`config.mk`:
```
export PLATFORM = sky130hd
export DESIGN_NAME = core_hazard_ctrl
export DESIGN_NICKNAME = d
export VERILOG_FILES = /design/src/rtl/core_hazard_ctrl.sv
export SDC_FILE = /design/constraint.sdc
export NUM_CORES = 1
export LEC_CHECK = 0
export CAP_MARGIN = 20
export CORE_ASPECT_RATIO = 0.75
export CORE_MARGIN = 2
export CORE_UTILIZATION = 49
export DETAILED_ROUTE_END_ITERATION = 7
export PLACE_DENSITY_LB_ADDON = 0.15
export SYNTH_ARGS = -nofsm -noshare
export SYNTH_HDL_FRONTEND = slang
export SYNTH_SLANG_ARGS = --single-unit
```
`constraint.sdc`:
```
create_clock -name clock -period 2.6 [get_ports clock]
set_input_delay 0.52 -clock clock [delete_from_list [all_inputs] [get_ports clock]]
set_output_delay 0.52 -clock clock [all_outputs]
set_load 0.1 [all_outputs]
```
`src/rtl/core_hazard_ctrl.sv`:
```
// Pipeline sequencing controller: picks advance/stall/flush for IF/ID/EX and the next-PC source,
// tracks the iterative MDU busy window, and keeps stall/redirect performance counters.
module core_hazard_ctrl #(
    parameter int MDU_CYCLES = 32
) (
    input  logic        clock,
    input  logic        reset,
    input  logic [4:0]  id_rs,
    input  logic [4:0]  id_rt,
    input  logic        id_B_is_reg,
    input  logic        id_mdu_use,
    input  logic        ex_mem_read,
    input  logic        ex_write_enable,
    input  logic [4:0]  ex_W_regnum,
    input  logic        ex_mdu_start,
    input  logic        ex_redirect,
    input  logic        mem_exception,
    input  logic        mem_eret,
    output logic        hold_IF,
    output logic        flush_IF,
    output logic        stall_ID,
    output logic        flush_ID,
    output logic        flush_EX,
    output logic [1:0]  pc_sel,
    output logic        mdu_busy,
    output logic [31:0] stall_cycles,
    output logic [31:0] redirect_count
);
    typedef enum logic {RUN, EXC} state_t;

    localparam logic [5:0] MDU_LOAD = 6'(MDU_CYCLES - 1);

    state_t      state, state_nxt;
    logic [5:0]  mdu_cnt;
    logic [31:0] stall_cnt;
    logic [31:0] redir_cnt;
    logic        load_use;
    logic        mdu_haz;
    logic        hazard;

    assign mdu_busy = (mdu_cnt != 6'd0);
    assign load_use = ex_mem_read & ex_write_enable & (ex_W_regnum != 5'd0) &
                      ((ex_W_regnum == id_rs) | (id_B_is_reg & (ex_W_regnum == id_rt)));
    assign mdu_haz  = mdu_busy & id_mdu_use;
    assign hazard   = mdu_haz | load_use;

    always_ff @(posedge clock) begin
        if (reset) state <= RUN;
        else       state <= state_nxt;
    end

    // Redirects outrank stalls, so a flushed cycle never also holds IF or bubbles ID.
    always_comb begin
        state_nxt = RUN;
        hold_IF   = 1'b0;
        flush_IF  = 1'b0;
        stall_ID  = 1'b0;
        flush_ID  = 1'b0;
        flush_EX  = 1'b0;
        pc_sel    = 2'd0;
        if (state == RUN && (mem_exception || mem_eret)) begin
            flush_IF  = 1'b1;
            flush_ID  = 1'b1;
            flush_EX  = 1'b1;
            pc_sel    = mem_exception ? 2'd2 : 2'd3;
            state_nxt = EXC;
        end else if (state == RUN && ex_redirect) begin
            flush_IF = 1'b1;
            flush_ID = 1'b1;
            pc_sel   = 2'd1;
        end else if (hazard) begin
            // EXC only masks redirects; MEM/EX hold bubbles but ID hazards stay live.
            hold_IF  = 1'b1;
            stall_ID = 1'b1;
        end
    end

    // An in-flight MDU op is older than any faulting instruction, so it is never aborted.
    always_ff @(posedge clock) begin
        if (reset)                         mdu_cnt <= 6'd0;
        else if (ex_mdu_start && !flush_EX) mdu_cnt <= MDU_LOAD;
        else if (mdu_cnt != 6'd0)          mdu_cnt <= mdu_cnt - 6'd1;
    end

    always_ff @(posedge clock) begin
        if (reset) begin
            stall_cnt <= 32'd0;
            redir_cnt <= 32'd0;
        end else begin
            if (stall_ID)        stall_cnt <= stall_cnt + 32'd1;
            if (pc_sel != 2'd0)  redir_cnt <= redir_cnt + 32'd1;
        end
    end

    assign stall_cycles   = stall_cnt;
    assign redirect_count = redir_cnt;
endmodule

```
After elaboration in Yosys (flattened, before gate mapping)

Cells that the tools add are included.

Logic and storage cells: 39
Flip-flop bits (word level): 71
Input port bits: 25

Reductions and logical operators: 10
Multiplexer cells: 11
$add $sub $neg: 3
Equality and inequality tests: 2
Bitwise gates (word level): 8

Operator list:

| operator                | count |
|---|---|
| $add A32 B1 Y32 const B | 2 |
| $eq A5 B5 Y1            | 2 |
| $mux W5                 | 2 |
| $mux W1                 | 8 |
| $reduce_bool A6 Y1      | 1 |
| $sub A6 B1 Y6 const B   | 1 |
| $and A1 B1 Y1           | 5 |
| $reduce_bool A5 Y1      | 1 |
| $reduce_bool A2 Y1      | 2 |
| $logic_and A1 B1 Y1     | 3 |
| $mux W2                 | 1 |
| $or A1 B1 Y1            | 2 |
| $reduce_or A2 Y1        | 1 |
| $logic_not A1 Y1        | 1 |
| $logic_or A1 B1 Y1      | 1 |
| $not A1 Y1              | 1 |

Longest topological paths before layout

Gate-level depths: netlist of run 1.

Depth in word-level cells: 8
Gate-level depth with buffers: 10
Mapped depth without buffers: 7

Worst setup path before layout of run 1

No wires, ideal clock.

Kind: register to output
Start point: reg mdu_cnt[0]
End point: out stall_ID
Slack: -1.389 ns
Cell stages (with the launch flop): 10
Data arrival time: 3.469 ns
Cells stage by stage: dfxtp_1 > inv_1 > ha_1 > and3b_1 > clkbuf_1 > inv_2 > a22oi_2 > buf_2 > nor2_1 > buf_4

Cells in the longest elaborated chain, start to end: 6

Ends and longest elaborated chain:

| element                | line | source |
|---|---|---|
| from (decl)            | 34   | `logic [5:0] mdu_cnt;` |
| from (signal assigned) | 82   | `else if (mdu_cnt != 6'd0) mdu_cnt <= mdu_cnt - 6'd1;` |
| $reduce_bool A6 Y1     | 41   | `assign mdu_busy = (mdu_cnt != 6'd0);` |
| via mdu_busy           | 25   | `output logic mdu_busy,` |
| $and A1 B1 Y1          | 44   | `assign mdu_haz = mdu_busy & id_mdu_use;` |
| $or A1 B1 Y1           | 45   | `assign hazard = mdu_haz \| load_use;` |
| $mux W1 (3 in a row)   | --   |  |
| to (decl)              | 21   | `output logic stall_ID,` |

The timed path passes the listed nets, and every way through them passes these cells.

Worst setup path in the final report of run 1

Start point: in ex_W_regnum[1]
End point: out stall_ID

Cells in the longest elaborated chain, start to end: 8

Ends and longest elaborated chain:

| element         | line | source |
|---|---|---|
| from (decl)     | 14   | `input logic [4:0] ex_W_regnum,` |
| $eq A5 B5 Y1    | 43   | `((ex_W_regnum == id_rs) \| (id_B_is_reg & (ex_W_regnum == id_rt)));` |
| $and A1 B1 Y1   | 43   |  |
| $or A1 B1 Y1    | 43   |  |
| $and A1 B1 Y1 * | 42   | `assign load_use = ex_mem_read & ex_write_enable & (ex_W_regnum != 5'd0) &` |
| $or A1 B1 Y1 *  | 45   |  |
| $mux W1 *       | 71   | `end else if (hazard) begin` |
| $mux W1 *       | 67   | `end else if (state == RUN && ex_redirect) begin` |
| $mux W1 *       | 61   | `if (state == RUN && (mem_exception \|\| mem_eret)) begin` |

Every way passes the cells marked *; elsewhere a longest branch is shown, timed or not.

==> results of run 1 <==
flip-flops by register name, summed over array words and instances (netlist names):
| signal | flops |
|---|---|
| mdu_cnt | 6 |
| redirect_count | 32 |
| stall_cycles | 32 |
| state | 1 |
layout make-up:
class	instances	area, um^2
fillers	610	2300
multi-input cells	322	2070
flip-flops and latches	71	1440
repair buffers	122	1060
clock buffers	11	141
well taps	101	126
clock inverters	5	57.6
inverters	8	40.0
power by group through the flow:
stage / Clock, W / Combinational, W / Sequential [W]
floorplan: 0 / 0.000557 / 0.00126
global placement: 0 / 0.000855 / 0.00121
detailed placement: 0 / 0.000868 / 0.00121
CTS: 0.000904 / 0.000876 / 0.00119
global route: 0.000945 / 0.000958 / 0.00120
finish: 0.000885 / 0.000887 / 0.00119
per-stage QoR:
stage,utilization (%),setup slack [ns]
6_report,68.2,0.0572
3_5_place_dp,65.2,-0.304
5_1_grt,68.2,0.000990
4_1_cts,68.2,0.00492
3_3_place_gp,65.2,-0.273
2_1_floorplan,-,-0.0630
cell families (layout without fill, tap and decap cells):
| logic type | count (synthesis) | after routing | share of synthesized area, % |
|---|---|---|---|
| mux | 3 | 3 | 0.900 |
| flops | 71 | 71 | 39.3 |
| xor+xnor | 44 | 44 | 10.7 |
| fa+ha+maj | 4 | 4 | 1.38 |
| buf+inv | 33 | 146 | 4.36 |
| simple gates | 195 | 195 | 30.4 |
| compound gates | 76 | 76 | 12.9 |
cell usage in the layout, fill, tap and decap left out, drive strengths merged, types with 2 or more instances in the layout:
cell type / synthesis / routed
dfxtp: 71 / 71
nand4: 16 / 16
buf: 14 / 101
and4: 11 / 11
and3: 8 / 8
and2: 4 / 4
nand2: 34 / 34
nor3: 8 / 8
o31ai: 25 / 25
clkinv: 0 / 4
clkdlybuf4s50: 0 / 18
nor4b: 2 / 2
xnor2: 26 / 26
or4: 26 / 26
nor2: 41 / 41
nor4: 5 / 5
nand2b: 2 / 2
xor2: 18 / 18
nand3: 25 / 25
clkbuf: 11 / 13
inv: 8 / 8
o21ai: 8 / 8
or3: 6 / 6
mux2: 2 / 2
or2: 2 / 2
ha: 4 / 4
o211ai: 2 / 2
a21oi: 37 / 37
nor2b: 4 / 4
repair_timing:
| item | CTS | global route |
|---|---|---|
| pin swaps | 2 | 7 |
| gates resized for setup | 12 | 12 |
| hold endpoints to repair | 0 | 0 |
| cloned | 0 | 0 |
| buffers inserted | 0 | 2 |
| setup endpoints to repair | 2 | 4 |
worst max-delay path, delay by kind of cell:
family                 cells  cell delay, ns
AOI/OAI and AO/OA          2            0.56
buffers and inverters      2            0.31
and+or+nand+nor            2            0.64
synth_stat cells, types with 6 or more instances:
master	instances
xor2_1	18
clkbuf_1	11
a21oi_1	37
xnor2_1	26
and3_1	8
o31ai_1	25
nor3_1	7
and4_1	10
dfxtp_1	71
nor2_1	41
o21ai_0	8
nand4_1	16
nand3_1	24
nand2_1	34
inv_1	6
or4_1	26
buf_2	6
worst max path at each step:
stage | startpoint | endpoint | slack, ns | depth (start not counted)
after floorplan | mdu_cnt[0]$_SDFFE_PP0P_ | stall_ID | -0.06 | 9
after global placement | ex_W_regnum[1] | hold_IF | -0.27 | 7
after detailed placement | ex_W_regnum[4] | stall_cycles[26]$_SDFFE_PP0P_ | -0.30 | 10
after CTS | ex_W_regnum[1] | stall_ID | 0.005 | 7
after global routing | id_rs[4] | stall_ID | 0.001 | 7
final | ex_W_regnum[1] | stall_ID | 0.06 | 6
routing by layer:
metal / vias up / GRT usage [%] / share of wire [%]
li1: 1773 / - / -
met1: 1690 / 31.8 / 47
met2: 101 / 37.1 / 46
met3: 10 / 7.39 / 6.7
met4: 0 / 6.97 / 0.96
met5: - / 0 / 0
==> reports/qor.csv, run 1 <==
stage;metric;value;unit
status;status;completed;
setup_path;Worst Path Required;2.08;ns
synth;Synth area leader;dfxtp_1;
pwr;Tot Pwr;0.00296;W
place;post-DP HPWL;6.94;mm
pwr;VDD IR-drop max;0.375;mV
floorplanning;Core ar.;7230;um^2
timing;RSZ-0062 raised after global routing;false;
layout;fraction of layout cells with a size suffix above 1;27.6;%
synth;synthesized area per cell;8.49;um^2
layout;Layout Cells excl Fill;640;
clock_network;hold_buf cts;0;
synth;Most used DFF post-synth;dfxtp_1;
drt;DR WL/cell;14.8;um
setup_path;class of the most critical setup path;in2out;
floorplanning;Core Rows;27;
clock_network;Num CTS Buffers;9;
layout;Design Area, Final;4930;um^2
grt;grt ovf;0;
hold_path;Hold Crit Class;reg2reg;
synth;Syn Nets;455;
synth;Syn Inst Count;426;
floorplanning;full die area;8090;um^2
place;Post-DP Area;4720;um^2
setup_path;CP Launch Type;input pin;
synth;Seq/Total Area, Yosys;39.3;%
clock_network;CTS Buffer Depth;2;
hold_path;hold depth;2;
synth;Netlist cell types;46;
drt;antenna violation net count after detailed routing;0;
pwr;Comb power frac;29.9;%
drt;final wirelength;9.47;mm
hold_path;Worst Min Path Start;redirect_count[1]$_SDFFE_PP0P_;
timing;Max Clk Rate;393;MHz
timing;fin crit period;2.54;ns
clock_network;Num Clock Sinks;71;
synth;Synthesis Warnings;0;
floorplanning;Initial Util;50.0;%
drt;Vias;3574;
floorplanning;I/O pin cnt;97;
timing;period utilisation layout;97.8;%
setup_path;crit-path max cell delay;0.52;ns
pwr;Leakage Power;1.86;nW
place;I/O Buffers;96;
setup_path;reg2reg end;stall_cycles[26]$_SDFFE_PP0P_;
drt;drt pass-1 iters;4;
synth;number of synthesized flops with an enable pin;0;
setup_path;slowest stage cell, crit path;or4_4;
grt;GRT Total Usage;23.8;%
grt;initial antenna violation count;0;
place;DP Cell Count;623;
floorplanning;die span in x;103;um
timing;Slew @ Worst Pin;0.599;ns
timing;Slew HR;60.1;%
timing;clk_skew;0.00878;ns
grt;first-pass GRT wire length;15.2;mm
grt;vias in the first global route;3285;
place;Placer Congestion;0.852;
timing;Fin Hold WS;0.488;ns
layout;ant diodes;0;
timing;setup_tns;0;ns
setup_path;worst r2r src;mdu_cnt[0]$_SDFFE_PP0P_;
clock_network;H-tree levels;3;
setup_path;critical path data arrival time;2.02;ns
pwr;Reg power frac;40.2;%
layout;Area Growth Syn to Fin;36.4;%
synth;Synth area leaders;dfxtp_1 39%, xnor2_1 6.3%, or4_1 5.4%, o31ai_1 5.2%, a21oi_1 5.1%;
setup_path;critical path peak fanout;4;
synth;area share of the largest cell type after synthesis;39.3;%
grt;largest net degree at the start of global routing;27;
flow_run;Max-Cap Viols;0;
pwr;switching power;0.00101;W
setup_path;worst path cell trace;buf_2, or4_4, o211a_1, a22oi_2, nor2_4, buf_12;
synth;Post-Syn Area;3610;um^2
layout;layout net count;563;
drt;drt drc;0;
drt;Via density;5.58;
setup_path;R2R cell count;9;
pwr;clock share of power;29.9;%
pwr;switching part of the total power;34.0;%
setup_path;Critical Path End Type;primary output;
synth;Post-synth ARST share;0;%
clock_network;CTS tree;done;
floorplanning;Chip Height;78.4;um
setup_path;r2r setup slk;0.39;ns
timing;Hold Vio Cnt, Final;0;
clock_network;clock latency on the worst-skew pair;0.35;ns
timing;count of final setup violators;0;
drt;Starting DRT DRC Count;120;
clock_network;CTS root buf;clkbuf_8;
hold_path;Worst Hold Endpoint;redirect_count[1]$_SDFFE_PP0P_;
pwr;pwr dens;601;nW/um^2
synth;flops & latches, synth;71;
timing;Max Transition Viols Final;0;
clock_network;Clock Pin Slew Worst Setup and Hold Paths;0.08;ns
pwr;P_int;0.00195;W
No activity file was read; power rests on OpenSTA's default activity.
==> run 2: changes to the inputs <==
--- a/config.mk
+++ b/config.mk
@@ -5,10 +5,10 @@
 export SDC_FILE = /design/constraint.sdc
 export NUM_CORES = 1
 export LEC_CHECK = 0
-export CAP_MARGIN = 20
+export ABC_AREA = 1
 export CORE_ASPECT_RATIO = 0.75
 export CORE_MARGIN = 2
-export CORE_UTILIZATION = 49
+export CORE_UTILIZATION = 35
 export DETAILED_ROUTE_END_ITERATION = 7
 export PLACE_DENSITY_LB_ADDON = 0.15
 export SYNTH_ARGS = -nofsm -noshare
==> run 2 against run 1 <==
  * Die area is 71% higher
  * Sequential share of layout area decreased by 4.8 points
  * Critical endpoint is now hold_IF
  * Final cell count up 51%
  * Synthesized cell count rose by 65%
  * Core utilization down 21 points
  * Fmax up 3.7%
  * Hold slack gained 0.014 ns
  * Register-to-register slack better by 0.30 ns
  * Sequential cell count did not move
  * Largest cell class unchanged
  * Combinational power decreased by 7.9%
  * Total power is 5.5% higher
==> reports/qor.csv, run 2 <==
stage;metric;value;unit
pwr;pwr dens;536;nW/um^2
synth;Post-synth ARST share;0;%
drt;DR WL met3;718;um
timing;Slew HR;63.4;%
timing;Final WS setup;0.148;ns
setup_path;critical path peak fanout;3;
synth;Synthesis Warnings;0;
layout;commonest non-fill, non-tap cell in the layout;nand2_1;
drt;top layer used by detailed routing;met4;
timing;Fin Hold WS;0.502;ns
floorplanning;Initial Util;36.3;%
clock_network;H-tree levels;3;
clock_network;Clock Pin Slew Worst Setup and Hold Paths;0.06;ns
grt;first-pass GRT wire length;21.6;mm
floorplanning;I/O pin cnt;97;
setup_path;Critical Path End Type;primary output;
setup_path;CP top delay family;buffers and inverters;
grt;grt ovf;0;
drt;DRT met1 WL;6.93;mm
layout;ant diodes;0;
timing;Slew @ Worst Pin;0.550;ns
layout;most frequent cells in the layout;203 x nand2_1, 85 x nor2_1, 72 x buf_4;
synth;Seq/Total Area, Yosys;31.4;%
place;I/O Buffers;96;
timing;Max Transition Viols Final;0;
floorplanning;die span in x;135;um
synth;most common library cells after synthesis;204 x nand2_1, 86 x nor2_1, 72 x inv_1;
drt;final wirelength;13.0;mm
drt;DR WL/cell;13.5;um
setup_path;crit-path most repeated cell;nand2_1;
setup_path;class of the most critical setup path;in2out;
layout;Area Growth Syn to Fin;29.1;%
place;post-place setup slack;0.0344;ns
drt;Vias;4655;
clock_network;hold_buf cts;0;
setup_path;CP bufs+invs;4;
clock_network;Post CTS Setup Buffer Count;0;
synth;synthesized area per cell;6.44;um^2
synth;Syn Nets;731;
grt;vias in the first global route;4275;
timing;RSZ-0062 raised after global routing;false;
setup_path;crit-path max cell delay;0.47;ns
clock_network;Num CTS Buffers;9;
synth;Synth area leader;dfxtp_1;
timing;Hold Vio Cnt, Final;0;
floorplanning;Chip Height;102;um
drt;drt pass-1 iters;4;
grt;largest net degree at the start of global routing;46;
grt;GRT Total Usage;19.6;%
clock_network;Resize count post-CTS;0;
timing;count of final setup violators;0;
layout;layout net count;825;
synth;Post-Syn Area;4520;um^2
grt;initial antenna violation count;0;
drt;Starting DRT DRC Count;315;
timing;setup_tns;0;ns
setup_path;worst path cell trace;clkdlybuf4s50_1, inv_1, nand2_1, nand2_1, nor2_1, nand3_1, nand2_1, nand2_2, nand2_2, nand2_4, clkinvlp_4, buf_12;
setup_path;critical path data arrival time;1.93;ns
drt;drt drc;0;
place;Post-DP Area;5540;um^2
synth;area share of the largest cell type after synthesis;31.4;%
drt;Via density;4.82;
timing;clk_skew;0.00698;ns
synth;most frequent cell after synthesis;nand2_1;
flow_run;Max-Cap Viols;0;
clock_network;CTS Buffer Depth;2;
setup_path;Worst Path Required;2.08;ns
timing;fin crit period;2.45;ns
synth;Synth area leaders;dfxtp_1 31%, nand2_1 17%, nor2_1 7.1%, nand3_1 6.9%, inv_1 6.0%;
clock_network;CTS tree;done;
place;Placer Congestion;0.951;
clock_network;Num Clock Sinks;71;
synth;Most used DFF post-synth;dfxtp_1;
timing;Max Clk Rate;408;MHz
pwr;Leakage Power;2.49;nW
synth;Netlist cell types;39;
setup_path;CP Launch Type;input pin;
floorplanning;Core ar.;12400;um^2
setup_path;slowest stage cell, crit path;clkdlybuf4s50_1;
floorplanning;Core Rows;35;
clock_network;CTS root buf;clkbuf_16;
synth;Syn Inst Count;702;
synth;number of synthesized flops with an enable pin;0;
hold_path;Hold Crit Class;reg2reg;
synth;flops & latches, synth;71;
layout;fraction of layout cells with a size suffix above 1;17.9;%
layout;Design Area, Final;5830;um^2
place;post-DP HPWL;9.81;mm
clock_network;clock latency on the worst-skew pair;0.33;ns
drt;antenna violation net count after detailed routing;0;
drt;routed length on met2;5.25;mm
timing;period utilisation layout;94.3;%
pwr;VDD IR-drop max;0.480;mV
floorplanning;full die area;13900;um^2
status;status;completed;
## run 2: final timing paths
check,startpoint,end,slack (ns),cells past startpoint
max reg2reg,stall_cycles[0]$_SDFFE_PP0P_,stall_cycles[12]$_SDFFE_PP0P_,0.69,8
max,id_rs[3],hold_IF,0.15,12
min reg2reg,redirect_count[20]$_SDFFE_PP0P_,redirect_count[20]$_SDFFE_PP0P_,0.50,1
min,redirect_count[20]$_SDFFE_PP0P_,redirect_count[20]$_SDFFE_PP0P_,0.50,1
## run 2: through the flow
stage	instances	power [W]	util [%]
after floorplan	702	0.00182	-
after global placement	951	0.00201	44.5
after detailed placement	951	0.00203	44.5
after CTS	965	0.00317	46.6
after global routing	965	0.00330	46.9
final	965	0.00313	46.9
## run 2: routing by layer
metal,up-vias,track usage [%]
met1,2068,29.5
met2,143,28.7
met3,12,3.82
met4,0,4.89
met5,-,0
li1,2432,-
## run 2: final cells by class
type                            instances  area, um^2
Fill cell                            1299        6600
Multi-Input combinational cell        533        2700
Sequential cell                        71        1420
Timing Repair Buffer                  103         946
Inverter                               78         297
Clock buffer                           13         260
Tap cell                              166         208
Clock inverter                          1        5.00
## run 2: kinds of logic after synthesis
group | after synthesis | share of synthesized area [%]
fa+ha+maj | 4 | 1.11
xor+xnor | 22 | 4.26
buf+inv | 98 | 9.38
simple gates | 427 | 44.3
compound gates | 80 | 9.47
flops | 71 | 31.4
## run 2: power by group
part	internal [W]	switching (W)	total, W	leakage, nW
Combinational	0.000246	0.000571	0.000817	1.79
Sequential	0.00114	0.0000445	0.00118	0.574
Clock	0.000686	0.000438	0.00112	0.132
==> run 3: changes to the inputs <==
--- a/config.mk
+++ b/config.mk
@@ -10,6 +10,7 @@
 export CORE_MARGIN = 2
 export CORE_UTILIZATION = 35
 export DETAILED_ROUTE_END_ITERATION = 7
+export GPL_ROUTABILITY_DRIVEN = 0
 export PLACE_DENSITY_LB_ADDON = 0.15
 export SYNTH_ARGS = -nofsm -noshare
 export SYNTH_HDL_FRONTEND = slang
==> run 3 against run 2 <==
  * Critical endpoint is now stall_ID
  * Largest power group unchanged
  * Sequential cell count is the same
  * Core utilization is 0.23 points higher
  * Global-route usage shrank 0.48 points
  * Clock power is 5% higher
  * Register-to-register slack improved by 0.02 ns
  * Design area is 0.49% higher
  * Sequential share of layout area decreased by 0.12 points
==> reports/qor.csv, run 3 (synthesized netlist as in run 2, its figures left out) <==
stage;metric;value;unit
pwr;VDD IR-drop max;0.496;mV
grt;largest net degree at the start of global routing;39;
layout;ant diodes;0;
place;post-DP HPWL;9.91;mm
place;I/O Buffers;96;
status;status;completed;
clock_network;Num CTS Buffers;9;
timing;fin crit period;2.48;ns
setup_path;crit-path most repeated cell;nand2_1;
place;post-place setup slack;0.0205;ns
timing;Fin Hold WS;0.500;ns
setup_path;CP Launch Type;input pin;
drt;Via density;4.83;
layout;fraction of layout cells with a size suffix above 1;18.2;%
setup_path;critical path data arrival time;1.96;ns
clock_network;CTS tree;done;
clock_network;CTS Buffer Depth;2;
clock_network;Num Clock Sinks;71;
floorplanning;die span in x;135;um
setup_path;slowest stage cell, crit path;clkdlybuf4s50_1;
timing;period utilisation layout;95.2;%
setup_path;Worst Path Required;2.08;ns
clock_network;hold_buf cts;0;
setup_path;critical path peak fanout;3;
drt;DR WL/cell;13.5;um
layout;Design Area, Final;5860;um^2
place;Post-DP Area;5550;um^2
timing;Slew @ Worst Pin;0.414;ns
drt;Vias;4670;
clock_network;Clock Pin Slew Worst Setup and Hold Paths;0.05;ns
grt;initial antenna violation count;0;
floorplanning;Chip Height;102;um
setup_path;Critical Path End Type;primary output;
floorplanning;Core Rows;35;
pwr;Leakage Power;2.49;nW
layout;Area Growth Syn to Fin;29.7;%
timing;count of final setup violators;0;
layout;commonest non-fill, non-tap cell in the layout;nand2_1;
place;DP Cell Count;953;
layout;Layout Cells excl Fill;967;
floorplanning;full die area;13900;um^2
timing;Slew HR;72.4;%
clock_network;CTS root buf;clkbuf_16;
drt;final wirelength;13.0;mm
drt;drt pass-1 iters;5;
setup_path;worst path cell trace;clkdlybuf4s50_1, inv_1, nand2_1, nand2_1, nor2_1, nand3_1, nand2_1, nand2_2, nand2_2, nand2_4, clkinvlp_4, buf_12;
timing;Hold Vio Cnt, Final;0;
timing;Max Transition Viols Final;0;
grt;GRT Total Usage;19.2;%
clock_network;H-tree levels;3;
setup_path;CP top delay family;buffers and inverters;
hold_path;Hold Crit Class;reg2reg;
timing;RSZ-0062 raised after global routing;false;
drt;Starting DRT DRC Count;255;
floorplanning;Initial Util;36.3;%
flow_run;Max-Cap Viols;0;
grt;grt ovf;0;
pwr;Tot Pwr;0.00318;W
layout;layout net count;827;
setup_path;crit-path max cell delay;0.49;ns
grt;first-pass GRT wire length;21.2;mm
drt;drt drc;0;
timing;clk_skew;0.00521;ns
layout;most frequent cells in the layout;203 x nand2_1, 85 x nor2_1, 74 x buf_4;
drt;antenna violation net count after detailed routing;0;
floorplanning;Core ar.;12400;um^2
timing;Max Clk Rate;404;MHz
timing;Final WS setup;0.124;ns
floorplanning;I/O pin cnt;97;
pwr;pwr dens;543;nW/um^2
grt;vias in the first global route;4237;
setup_path;CP bufs+invs;4;
clock_network;clock latency on the worst-skew pair;0.33;ns
setup_path;class of the most critical setup path;in2out;
==> run 3: changes by cell type in the layout (fill, tap and decap cells not counted), sizes merged <==
cell           previous run  this run
buf                      79        81
clkdlybuf4s50            14        16
dlymetal6s2s             10         8
clkbuf                   13        14
clkinv                    1         0
==> run 3: layer usage <==
metal / part of all wire [%] / wire, um / GRT usage, %
met5: 0 / 0 / 0
met4: 0.78 / 102 / 4.01
met3: 5.6 / 734 / 3.92
met2: 41 / 5350 / 28.6
met1: 53 / 6840 / 28.5
==> run 3: report_power, final <==
| group | switching (W) | internal [W] | total [W] |
|---|---|---|---|
| Sequential | 0.0000445 | 0.00114 | 0.00118 |
| Combinational | 0.000574 | 0.000250 | 0.000824 |
| Clock | 0.000436 | 0.000740 | 0.00118 |
| Total | 0.00105 | 0.00213 | 0.00318 |
==> run 3: worst paths after layout <==
| path | start | endpoint | slack, ns | depth (start not counted) |
|---|---|---|---|---|
| setup / recovery | id_rt[4] | stall_ID | 0.12 | 12 |
| hold / removal | redirect_count[20]$_SDFFE_PP0P_ | redirect_count[20]$_SDFFE_PP0P_ | 0.50 | 1 |
| setup reg to reg | stall_cycles[0]$_SDFFE_PP0P_ | stall_cycles[28]$_SDFFE_PP0P_ | 0.71 | 9 |
| hold reg to reg | redirect_count[20]$_SDFFE_PP0P_ | redirect_count[20]$_SDFFE_PP0P_ | 0.50 | 1 |
==> run 3: area by class of cell <==
class	count	area, um^2
Fill cell	1288	6570
Multi-Input combinational cell	533	2700
Sequential cell	71	1420
Timing Repair Buffer	105	956
Inverter	78	297
Clock buffer	14	284
Tap cell	166	208
==> run 3: metrics by stage <==
step	util, %	setup TNS [ns]
global placement	44.6	0
floorplan	-	-0.0496
CTS	46.9	0
finish	47.1	0
global route	47.1	0
detailed placement	44.6	0
==> run 3: worst register-to-register path: cells and delay by family, from the launching register on <==
kind	cells	cell delay, ns
AND/OR/NAND/NOR	5	0.62
flip-flops	1	0.51
adder cells (fa/ha/maj)	1	0.36
buffers and inverters	2	0.17
AO/OA/AOI/OAI	1	0.16
==> run 3: timing repair <==
action	in CTS	in global routing
resized for setup	0	10
hold endpoints to repair	0	0
buffers inserted	0	0
endpoints found under the setup margin	0	2
